## src/rtl/booth_seq_mul_if.sv

```systemverilog
//==============================================================================
// Module      : booth_seq_mul_if
// Description : Start/Done/Busy handshake and operand/result bus for the
//               radix-4 Booth sequential multiplier.
// Revision    : 1.0 - initial release
//==============================================================================
`default_nettype none

interface booth_seq_mul_if #(
  parameter int N = 8
);
  logic           start;
  logic           is_signed;
  logic [N-1:0]   a;
  logic [N-1:0]   b;
  logic [2*N-1:0] r;
  logic           done;
  logic           busy;

  // Requester side: issues operations, observes result and status
  modport master (
    output start, is_signed, a, b,
    input  r, done, busy
  );

  // Multiplier side
  modport slave (
    input  start, is_signed, a, b,
    output r, done, busy
  );
endinterface

`default_nettype wire

```

## src/rtl/booth_seq_mul.sv

```systemverilog
//==============================================================================
// Module      : booth_seq_mul
// Description : Radix-4 Booth sequential multiplier, signed or unsigned per
//               operation, two multiplier bits retired per cycle. Result is
//               held in R until the next completion.
//               Optional macro BOOTH_EARLY_EXIT_EN: finish as soon as every
//               remaining Booth digit is zero.
// Revision    : 1.0 - initial release
//==============================================================================
`default_nettype none

module booth_seq_mul #(
  parameter int N = 8              // operand width, even and >= 4
) (
  input  wire logic       clk,
  input  wire logic       rst,
  booth_seq_mul_if.slave  bus
);

  localparam int EW = N + 2;       // extended operand width
  localparam int AW = 2 * N + 2;   // accumulator width
  localparam int ND = N / 2 + 1;   // number of Booth digits
  localparam int CW = $clog2(ND + 1);

  typedef enum logic [0:0] {
    IDLE = 1'b0,
    RUN  = 1'b1
  } state_t;

  state_t          state;
  logic [EW-1:0]   mult;           // multiplier, arithmetic-shifted right by 2
  logic            prev;           // b[2i-1] for the current digit
  logic [AW-1:0]   mcand_sh;       // multiplicand pre-shifted to weight 4^i
  logic [AW-1:0]   acc;
  logic [CW-1:0]   cnt;
  logic [2*N-1:0]  r_q;
  logic            done_q;
  logic            busy_q;

  logic [2:0]      triplet;
  logic [AW-1:0]   partial;
  logic [AW-1:0]   acc_sum;
  logic            early;
  logic            last_digit;

  assign bus.r    = r_q;
  assign bus.done = done_q;
  assign bus.busy = busy_q;

  // Booth recoding of the current triplet into a partial product
  always_comb begin
    triplet = {mult[1:0], prev};
    partial = '0;
    case (triplet)
      3'b001, 3'b010: partial = mcand_sh;
      3'b011:         partial = mcand_sh << 1;
      3'b100:         partial = -(mcand_sh << 1);
      3'b101, 3'b110: partial = -mcand_sh;
      default:        partial = '0;
    endcase
    acc_sum = acc + partial;
  end

`ifdef BOOTH_EARLY_EXIT_EN
  // Remaining bits from 2i+1 upward all equal => every later digit is zero
  assign early = (&mult[EW-1:1]) | ~(|mult[EW-1:1]);
`else
  assign early = 1'b0;
`endif

  assign last_digit = (cnt == CW'(1)) || early;

  // Control FSM and datapath registers
  always_ff @(posedge clk or posedge rst) begin
    if (rst) begin
      state    <= IDLE;
      mult     <= '0;
      prev     <= 1'b0;
      mcand_sh <= '0;
      acc      <= '0;
      cnt      <= '0;
      r_q      <= '0;
      done_q   <= 1'b0;
      busy_q   <= 1'b0;
    end else begin
      done_q <= 1'b0;
      case (state)
        IDLE: begin
          if (bus.start) begin
            mult     <= {{2{bus.is_signed & bus.b[N-1]}}, bus.b};
            mcand_sh <= {{(AW-N){bus.is_signed & bus.a[N-1]}}, bus.a};
            prev     <= 1'b0;
            acc      <= '0;
            cnt      <= CW'(ND);
            busy_q   <= 1'b1;
            state    <= RUN;
          end
        end
        RUN: begin
          acc      <= acc_sum;
          mult     <= {mult[EW-1], mult[EW-1], mult[EW-1:2]};
          prev     <= mult[1];
          mcand_sh <= mcand_sh << 2;
          cnt      <= cnt - CW'(1);
          if (last_digit) begin
            r_q    <= acc_sum[2*N-1:0];
            done_q <= 1'b1;
            busy_q <= 1'b0;
            state  <= IDLE;
          end
        end
        default: state <= IDLE;
      endcase
    end
  end

endmodule

`default_nettype wire

```

## src/flat_wrapper.sv

```systemverilog
// flat-port wrapper written by rule: the top's interface ports become plain ports
module booth_seq_mul_flat 
#(
  parameter int N = 8                                             
)
  (clk, rst, bus_start, bus_is_signed, bus_a, bus_b, bus_r, bus_done, bus_busy);
  booth_seq_mul_if #(.N(N)) bus_i ();
  input  wire logic clk;
  input  wire logic rst;
  input wire logic [$bits(bus_i.start)-1:0] bus_start;
  input wire logic [$bits(bus_i.is_signed)-1:0] bus_is_signed;
  input wire logic [$bits(bus_i.a)-1:0] bus_a;
  input wire logic [$bits(bus_i.b)-1:0] bus_b;
  output wire logic [$bits(bus_i.r)-1:0] bus_r;
  output wire logic [$bits(bus_i.done)-1:0] bus_done;
  output wire logic [$bits(bus_i.busy)-1:0] bus_busy;
  assign bus_i.start = bus_start;
  assign bus_i.is_signed = bus_is_signed;
  assign bus_i.a = bus_a;
  assign bus_i.b = bus_b;
  assign bus_r = bus_i.r;
  assign bus_done = bus_i.done;
  assign bus_busy = bus_i.busy;
  booth_seq_mul #(.N(N)) u_core (.clk(clk), .rst(rst), .bus(bus_i));
endmodule
```

## config.mk

```make
export PLATFORM = sky130hd
export DESIGN_NAME = booth_seq_mul_flat
export DESIGN_NICKNAME = d
export VERILOG_FILES = /design/src/rtl/booth_seq_mul_if.sv /design/src/rtl/booth_seq_mul.sv /design/src/flat_wrapper.sv
export SDC_FILE = /design/constraint.sdc
export NUM_CORES = 1
export LEC_CHECK = 0
export BUFFER_PORTS_ARGS = -buffer_cell sky130_fd_sc_hd__buf_4
export CORE_MARGIN = 2
export CORE_UTILIZATION = 62
export DETAILED_ROUTE_END_ITERATION = 7
export PLACE_DENSITY = 0.8
export SLEW_MARGIN = 0
export SYNTH_ARGS = -nofsm -noshare
export SYNTH_HDL_FRONTEND = slang
export SYNTH_SLANG_ARGS = --single-unit
export TNS_END_PERCENT = 100
```

## constraint.sdc

```tcl
create_clock -name clk -period 8.2 [get_ports clk]
set_input_delay 0.41 -clock clk [delete_from_list [all_inputs] [get_ports clk]]
set_output_delay 0.41 -clock clk [all_outputs]
set_load 0.01 [all_outputs]
```

==> Yosys cells after proc, flatten, opt, wreduce, memory -nomap -nowiden <==
Index checks and enable logic that the tools add are counted.
{ "totals": {"mem_bits_ro": 0, "output_inout_bits": 18, "in_bits": 20, "mem_bits_rw": 0, "register_bits": 69, "latch_bits": 0, "mem_count": 0, "wordCells": 50} }
{ "op_classes": {"div_mod_pow": 0, "shifts": 0, "magnitude_cmp": 0, "n_addsub": 4, "n_reduce_logical": 5, "n_eq_ne": 9, "n_bitwise": 3, "n_mul": 0, "n_mux": 19} }
{ "op_table": {"columns": ["cell", "n"], "rows": [
  ["$pmux W18 S2", 2],
  ["$pmux W18 S4", 1],
  ["$mux W18", 2],
  ["$neg A18 Y18", 2],
  ["$pmux W10 S2", 1],
  ["$add A18 B18 Y18", 1],
  ["$mux W10", 1],
  ["$eq A3 B3 Y1 const B", 3],
  ["$mux W1", 7],
  ["$eq A3 B1 Y1 const B", 2],
  ["$eq A3 B2 Y1 const B", 2],
  ["$pmux W1 S2", 3],
  ["$pmux W3 S2", 1],
  ["$reduce_and A2 Y1", 3],
  ["$ne A2 B2 Y1 const B", 2],
  ["$reduce_or A2 Y1", 2],
  ["$mux W3", 1],
  ["$sub A3 B1 Y3 const B", 1],
  ["$and A1 B1 Y1", 2],
  ["$not A1 Y1", 1]
]} }

==> Depth between registers and ports, before layout <==
Gate-level depths: netlist of run 1.
{ "logic_depth": {"ltp_word": 5, "ltp_mapped": 17, "ltp_nobuf": 17} }

==> Least setup slack after synthesis of run 1 <==
No wires, ideal clock.
{ "synth_path": {"kind": "flip-flop to flip-flop", "startpoint": "register u_core.mcand_sh[0]", "endpoint": "register u_core.acc[15]", "arrival_time_ns": 3.354, "path_slack_ns": 4.702, "synth_period_minus_slack_ns": 3.498, "stages_incl_launch_ff": 17, "setup_time_ns": 0.144, "t_required_ns": 8.056, "n_path_buf": 0, "path_cell_list": "dfrtp_1 inv_1 ha_1 nor3b_2 nand3_1 nor3_1 xor2_1 inv_1 a221o_1 ha_1 a21o_1 a21o_1 a221o_1 nor2_1 nor3_1 mux2i_1 o221ai_1"} }
{ "synth_via": {"elab_chain_len": 4, "elab_cells_between_ends": 5, "classes_between": "add/sub: 3; mux: 2"} }
{ "synth_lines": {"columns": ["element", "line", "text"], "rows": [
  ["start: declaration", "booth_seq_mul.sv:33", "logic [AW-1:0] mcand_sh;"],
  ["start signal: assignment", "booth_seq_mul.sv:91", "mcand_sh <= {{(AW-N){bus.is_signed & bus.a[N-1]}}, bus.a};"],
  ["start signal: assignment", "booth_seq_mul.sv:103", "mcand_sh <= mcand_sh << 2;"],
  ["$neg A18 Y18 (on tied branches)", "booth_seq_mul.sv:58, booth_seq_mul.sv:57", null],
  ["$pmux W18 S4 *", "booth_seq_mul.sv:54", "case (triplet)"],
  ["$add A18 B18 Y18 *", "booth_seq_mul.sv:61", "acc_sum = acc + partial;"],
  ["$pmux W18 S2 *", "booth_seq_mul.sv:87", "case (state)"],
  ["end signal: assignment", "booth_seq_mul.sv:100", "acc <= acc_sum;"],
  ["end: declaration", "booth_seq_mul.sv:34", "logic [AW-1:0] acc;"]
]} }
Mark *: on every way between the ends. The rest lies on a longest branch, timed or not.
A chain may end at the register's enable or synchronous reset.

==> Worst setup path in the final report of run 1 <==
{ "layout_path": {"startpoint": "register u_core.prev", "endpoint": "register u_core.r_q[14] (netlist: u_core.bus.r[14])"} }
{ "layout_via": {"elab_chain_len": 4, "elab_cells_between_ends": 10, "classes_between": "add/sub: 1; eq/ne: 6; mux: 1; reduce/logical: 2"} }
{ "layout_lines": {"columns": ["element", "line", "text"], "rows": [
  ["start: declaration", "booth_seq_mul.sv:32", "logic prev;"],
  ["start signal: assignment", "booth_seq_mul.sv:102", "prev <= mult[1];"],
  ["$eq A3 B3 Y1 (tied with other cells)", "booth_seq_mul.sv:54", null],
  ["$reduce_or A2 Y1", "booth_seq_mul.sv:54", null],
  ["$pmux W18 S4 *", "booth_seq_mul.sv:54", null],
  ["$add A18 B18 Y18 *", "booth_seq_mul.sv:61", null],
  ["end signal: assignment", "booth_seq_mul.sv:106", "r_q <= acc_sum[2*N-1:0];"],
  ["end: declaration", "booth_seq_mul.sv:36", "logic [2*N-1:0] r_q;"]
]} }
Marks and branches as above.

==> results.json, run 1 <==
{
  "status": "finished, final reports clean",
  "clockBufferDepth": 2,
  "globalplace.congestion": 0.906,
  "tightest_slew_ns": 1.05,
  "holdBufCountCts": 0,
  "area_delta_synth_final_pct": 10.3,
  "fin_cells": 588,
  "path_cells": "inv_2 -> nand2_1 -> nor2_2 -> a21oi_1 -> o21ai_0 -> fa_1 -> a21o_1 -> a21o_1 -> a221oi_1 -> o21ai_1 -> a221o_1 -> xor2_1 -> mux2_2",
  "p_leak_uw": 0.00235,
  "drive_above_1_share_pct": 15.0,
  "timing.critical_path.mode_cell": "a21o_1",
  "via_per_inst": 6.11,
  "grt_pass1_vias": 3439,
  "yosys.area.top_type": "dfrtp_1",
  "wl_um": 9890,
  "start_util_pct": 64.0,
  "syn_area_um2": 4320,
  "die_height_um": 87.5,
  "yosysSeqAreaShare_pct": 37.6,
  "end_kind": "flop",
  "nets": 542,
  "cp_max_fo": 27,
  "relSlewSlack_pct": 29.6,
  "worstSetupPathType": "reg -> reg",
  "max_freq_mhz": 238,
  "syn_inst": 488,
  "cts_buffers": 9,
  "power.density_nw_per_um2": 513,
  "synth_ff_type": "dfrtp_1",
  "clkTransAtPathRegs_ns": 0.08,
  "clock_skew_ns": 0.0107,
  "setup_violations": 0,
  "root_buffer": "clkbuf_8",
  "drtPass1Iterations": 4,
  "synth_area_leaders": "dfrtp_1 (38%), nand2_1 (8.0%), mux2i_1 (6.0%)",
  "postLayoutCoreUtil_pct": 70.5,
  "drc": 0,
  "numPortBuffers": 37,
  "cp.arrival_ns": 4.44,
  "wl_per_cell_um": 16.8,
  "slew_violations": 0,
  "critPathTopFamily": "compound AO/OA/AOI/OAI gates",
  "grt_antenna_before_repair": 0,
  "grt_pass1_wl_um": 16500,
  "ant_nets": 0,
  "via_count": 3595,
  "insertion_delay_ns": 0.37,
  "die_w_um": 87.5,
  "cp-start-kind": "flop",
  "drv_cap": 0,
  "async_flop_share_pct": 100,
  "grt_max_degree": 68,
  "critPathMaxStageDelay_ns": 1.03,
  "ios": 38,
  "ys_ff_latch": 65,
  "drtIter0Drc": 162,
  "clock-sinks": 65,
  "coreArea_um2": 6760,
  "mostFrequentLayoutCells": "nand2_1 (92), dfrtp_1 (64), o21ai_0 (43)",
  "crit_buf_inv": 1,
  "diodes": 0,
  "synth_nets": 527,
  "layout_commonest_cell": "nand2_1",
  "postCtsResizedCells": 0,
  "period_needed_ns": 4.20,
  "grt_overflow": 0,
  "power_uw": 2450,
  "final.period_utilization_pct": 51.2,
  "synth_edf_count": 0,
  "hold_class": "in -> async",
  "cp.required_ns": 8.45,
  "peakVddDrop_v": 0.000242,
  "pre_cts_ws_ns": 4.07,
  "fin_ws_ns": 4.00,
  "yosysUniqueCellTypes": 57,
  "rsz0062_at_grt": "false",
  "cts_tree": "yes",
  "netlist.area_leader.share_pct": 37.6,
  "fp-row-count": 30,
  "placedCellCount": 572,
  "cts_setup_buffers": 0,
  "hpwl_um": 6850,
  "yosys_warnings": 0,
  "hold_viol_final": 0,
  "tns_ns": 0,
  "slowest_stage": "dfrtp_1",
  "avgSynthCellArea_um2": 8.86,
  "grtUsageTotal_pct": 27.9,
  "htreeDepth": 3,
  "die_area_um2": 7650
}
-- layer usage --
metal	track usage, %	share of wire [%]	wire length, um	vias to the layer above
met2	43.9	47	4660	101
met3	5.97	4.7	464	27
met5	0	0	0	-
met1	36.8	46	4500	1707
met4	12.7	2.6	261	0
li1	-	-	-	1760
-- final timing paths --
kind	startpoint	to	slack [ns]	depth (start not counted)
setup / recovery	u_core.prev	u_core.bus.r[14]	4.00	13
hold / removal	rst	u_core.cnt[0]	0.28	3
setup reg to reg	u_core.prev	u_core.bus.r[14]	4.00	13
hold reg to reg	u_core.bus.r[5]	u_core.bus.r[5]	0.48	2
max in group asynchronous	rst	u_core.state	7.35	3
min in group clk	bus_a[1]	u_core.mcand_sh[1]	0.30	3
-- through the flow --
stage          area (um^2)  hold slack, ns
2_1_floorplan         4320           0.442
3_3_place_gp          4520           0.456
3_5_place_dp          4520           0.465
4_1_cts               4770           0.289
5_1_grt               4770           0.328
6_report              4770           0.282
-- registers in the layout, indices dropped and copies added, names as in the netlist --
register and cells:
u_core.mult 10, u_core.bus.r 16, u_core.bus.done 1, u_core.bus.busy 1, u_core.cnt 3, u_core.mcand_sh 16
u_core.prev 1, u_core.state 1, u_core.acc 16
-- worst register-to-register path: cells and delay by family (launching register included) --
kind            cells  cell delay (ns)
fa+ha+maj           1             0.48
buf+inv             1             0.25
simple gates        2             0.34
flops               1             1.03
xor+xnor            1             0.15
compound gates      7             1.57
mux                 1             0.27
-- Yosys cell counts, drive strengths merged (6+ instances only) --
master	number
nand2	92
dfrtp	65
o21ai	46
a21oi	33
mux2i	26
nor2	25
clkbuf	21
ha	18
inv	15
xnor2	15
xor2	14
buf	13
a21o	12
a22o	10
a31oi	10
a221oi	6
and3	6
nor3	6
-- area by class of cell --
cell class              count  area, um^2
multi-input cells         373        2440
fillers                   516        1990
flip-flops and latches     65        1630
well taps                  80         100
clock buffers               9         124
clock inverters             7         125
repair buffers             38         285
inverters                  16        60.1
-- cell families (layout without fill, tap and decap cells) --
group	Yosys count	count (layout)	synth area share [%]
compound gates	144	144	21.4
fa+ha+maj	19	19	5.67
buf+inv	50	70	5.82
xor+xnor	30	30	6.40
flops	65	65	37.6
mux	30	30	7.06
simple gates	150	150	16.0
-- report_power, final --
| group | leakage (uW) | internal (uW) | total, uW | switching, uW |
|---|---|---|---|---|
| sequential | 0.000822 | 470 | 686 | 216 |
| combinational | 0.00140 | 641 | 1410 | 771 |
| clock | 0.000124 | 205 | 347 | 142 |
| total | 0.00235 | 1320 | 2450 | 1130 |
Power figures use the tool's default switching activity.
==> inputs of run 2 (changes only) <==
--- a/config.mk
+++ b/config.mk
@@ -7,9 +7,9 @@
 export LEC_CHECK = 0
 export BUFFER_PORTS_ARGS = -buffer_cell sky130_fd_sc_hd__buf_4
 export CORE_MARGIN = 2
-export CORE_UTILIZATION = 62
+export CORE_UTILIZATION = 54
 export DETAILED_ROUTE_END_ITERATION = 7
-export PLACE_DENSITY = 0.8
+export PLACE_DENSITY = 0.73
 export SLEW_MARGIN = 0
 export SYNTH_ARGS = -nofsm -noshare
 export SYNTH_HDL_FRONTEND = slang
==> constraint.sdc (replaced) <==
create_clock -name clk -period 3.85 [get_ports clk]
set_input_delay 0.1925 -clock clk [delete_from_list [all_inputs] [get_ports clk]]
set_output_delay 0.1925 -clock clk [all_outputs]
set_load 0.01 [all_outputs]
==> results.json, run 2 (synthesized netlist as in run 1, its figures left out) <==
{
  "setup_violations": 0,
  "die_w_um": 93.5,
  "start_util_pct": 55.9,
  "hold_viol_final": 0,
  "htreeDepth": 3,
  "path_cells": "inv_1 -> ha_1 -> nor3b_4 -> nand3_1 -> nor3_1 -> xor2_1 -> inv_1 -> a221o_1 -> ha_1 -> a21o_1 -> a21o_1 -> a221o_1 -> nor2_2 -> nor3_1 -> mux2i_1 -> o221ai_1",
  "drc": 0,
  "cts_setup_buffers": 0,
  "globalplace.congestion": 0.961,
  "cp.required_ns": 4.08,
  "relSlewSlack_pct": 31.0,
  "r2r-end": "u_core.acc[15]",
  "crit_buf_inv": 2,
  "grt_antenna_before_repair": 0,
  "insertion_delay_ns": 0.36,
  "nets": 555,
  "holdPathEnd": "u_core.mcand_sh[1]",
  "rrSetupSlack_ns": 0.25,
  "hold_class": "in -> reg",
  "worstHoldStart": "bus_a[1]",
  "placed_cell_area_um2": 4630,
  "numPortBuffers": 37,
  "status": "finished, final reports clean",
  "p_leak_uw": 0.00240,
  "final_cell_area_um2": 4890,
  "ant_nets": 0,
  "period_needed_ns": 3.60,
  "hold_path_depth": 3,
  "tns_ns": 0,
  "cp_max_fo": 6,
  "slowest_stage": "dfrtp_2",
  "via_count": 3605,
  "slew_violations": 0,
  "drive_above_1_share_pct": 17.5,
  "fp-row-count": 32,
  "rsz0062_at_grt": "false",
  "max_freq_mhz": 278,
  "clockBufferDepth": 2,
  "diodes": 0,
  "drv_cap": 0,
  "wl_um": 10200,
  "clock-sinks": 65,
  "ios": 38,
  "worstSetupPathType": "reg -> reg",
  "grt_overflow": 0,
  "r2r_cells": 16,
  "grtUsageTotal_pct": 25.3,
  "mostFrequentLayoutCells": "nand2_1 (92), dfrtp_1 (63), buf_4 (50)",
  "clock_skew_ns": 0.0128,
  "grt_pass1_vias": 3596,
  "critPathMaxStageDelay_ns": 0.46,
  "drtIter0Drc": 205,
  "clkTransAtPathRegs_ns": 0.09,
  "die_area_um2": 8730,
  "cts_tree": "yes",
  "area_delta_synth_final_pct": 13.1,
  "cp-start-kind": "flop",
  "power.density_nw_per_um2": 1070,
  "grt_max_degree": 68,
  "cts_buffers": 9,
  "grt_pass1_wl_um": 17400,
  "via_per_inst": 5.79,
  "peakVddDrop_v": 0.000467,
  "r2r_start": "u_core.mcand_sh[0]",
  "die_height_um": 93.5,
  "end_kind": "flop",
  "wl_per_cell_um": 16.3,
  "tightest_slew_ns": 1.03,
  "final.period_utilization_pct": 93.5,
  "drtPass1Iterations": 4,
  "hpwl_um": 7270,
  "root_buffer": "clkbuf_8",
  "layout_commonest_cell": "nand2_1",
  "cp.arrival_ns": 3.83,
  "coreArea_um2": 7730,
  "critPathTopFamily": "compound AO/OA/AOI/OAI gates"
}
## run 2: worst max path at each step
| stage | startpoint | end | cells past startpoint |
|---|---|---|---|
| after floorplan | u_core.mcand_sh[0] | u_core.acc[15] | 16 |
| after global placement | u_core.mcand_sh[0] | u_core.acc[15] | 16 |
| after detailed placement | u_core.mcand_sh[0] | u_core.acc[15] | 16 |
| after CTS | u_core.mcand_sh[0] | u_core.acc[15] | 16 |
| after global routing | u_core.mcand_sh[0] | u_core.acc[15] | 16 |
| final | u_core.mcand_sh[0] | u_core.acc[15] | 16 |
## run 2: area by class of cell
| class | count | area, um^2 |
|---|---|---|
| Timing Repair Buffer | 51 | 385 |
| Inverter | 16 | 60.1 |
| Fill cell | 670 | 2840 |
| Multi-Input combinational cell | 373 | 2460 |
| Sequential cell | 65 | 1630 |
| Tap cell | 102 | 128 |
| Clock buffer | 11 | 141 |
| Clock inverter | 5 | 86.3 |
## run 2: metal layers
layer | vias to the layer above | track usage [%] | routed length, um
li1 | 1781 | - | -
met1 | 1740 | 32.9 | 4660
met2 | 69 | 42.3 | 4930
met3 | 15 | 4.43 | 380
met4 | 0 | 9.44 | 207
met5 | - | 0 | 0
## run 2: timing repair
action / in CTS / in global routing
hold endpoints to repair: 30 / 0
hold buffers: 1 / 0
setup endpoints to repair: 0 / 9
gates resized for setup: 0 / 5
## run 2: per-stage QoR
step	worst slack (ns)	instances	hold slack (ns)	power, uW	utilization, %
global placement	0.326	606	0.321	4450	60.0
CTS	0.151	623	0.100	5240	63.1
finish	0.248	623	0.0960	5250	63.3
global route	0.00931	623	0.120	5710	63.3
detailed placement	0.195	606	0.333	4540	60.0
floorplan	0.352	488	0.349	3750	-
## run 2: where the power goes
group	internal (uW)	switching (uW)
combinational	1450	1750
clock	389	300
sequential	1000	368
total	2840	2410
## run 2: tightest hold or removal path, stage by stage
cell and delay [ns]:
buf_4 0.08, mux2i_1 0.05, nor2_1 0.09
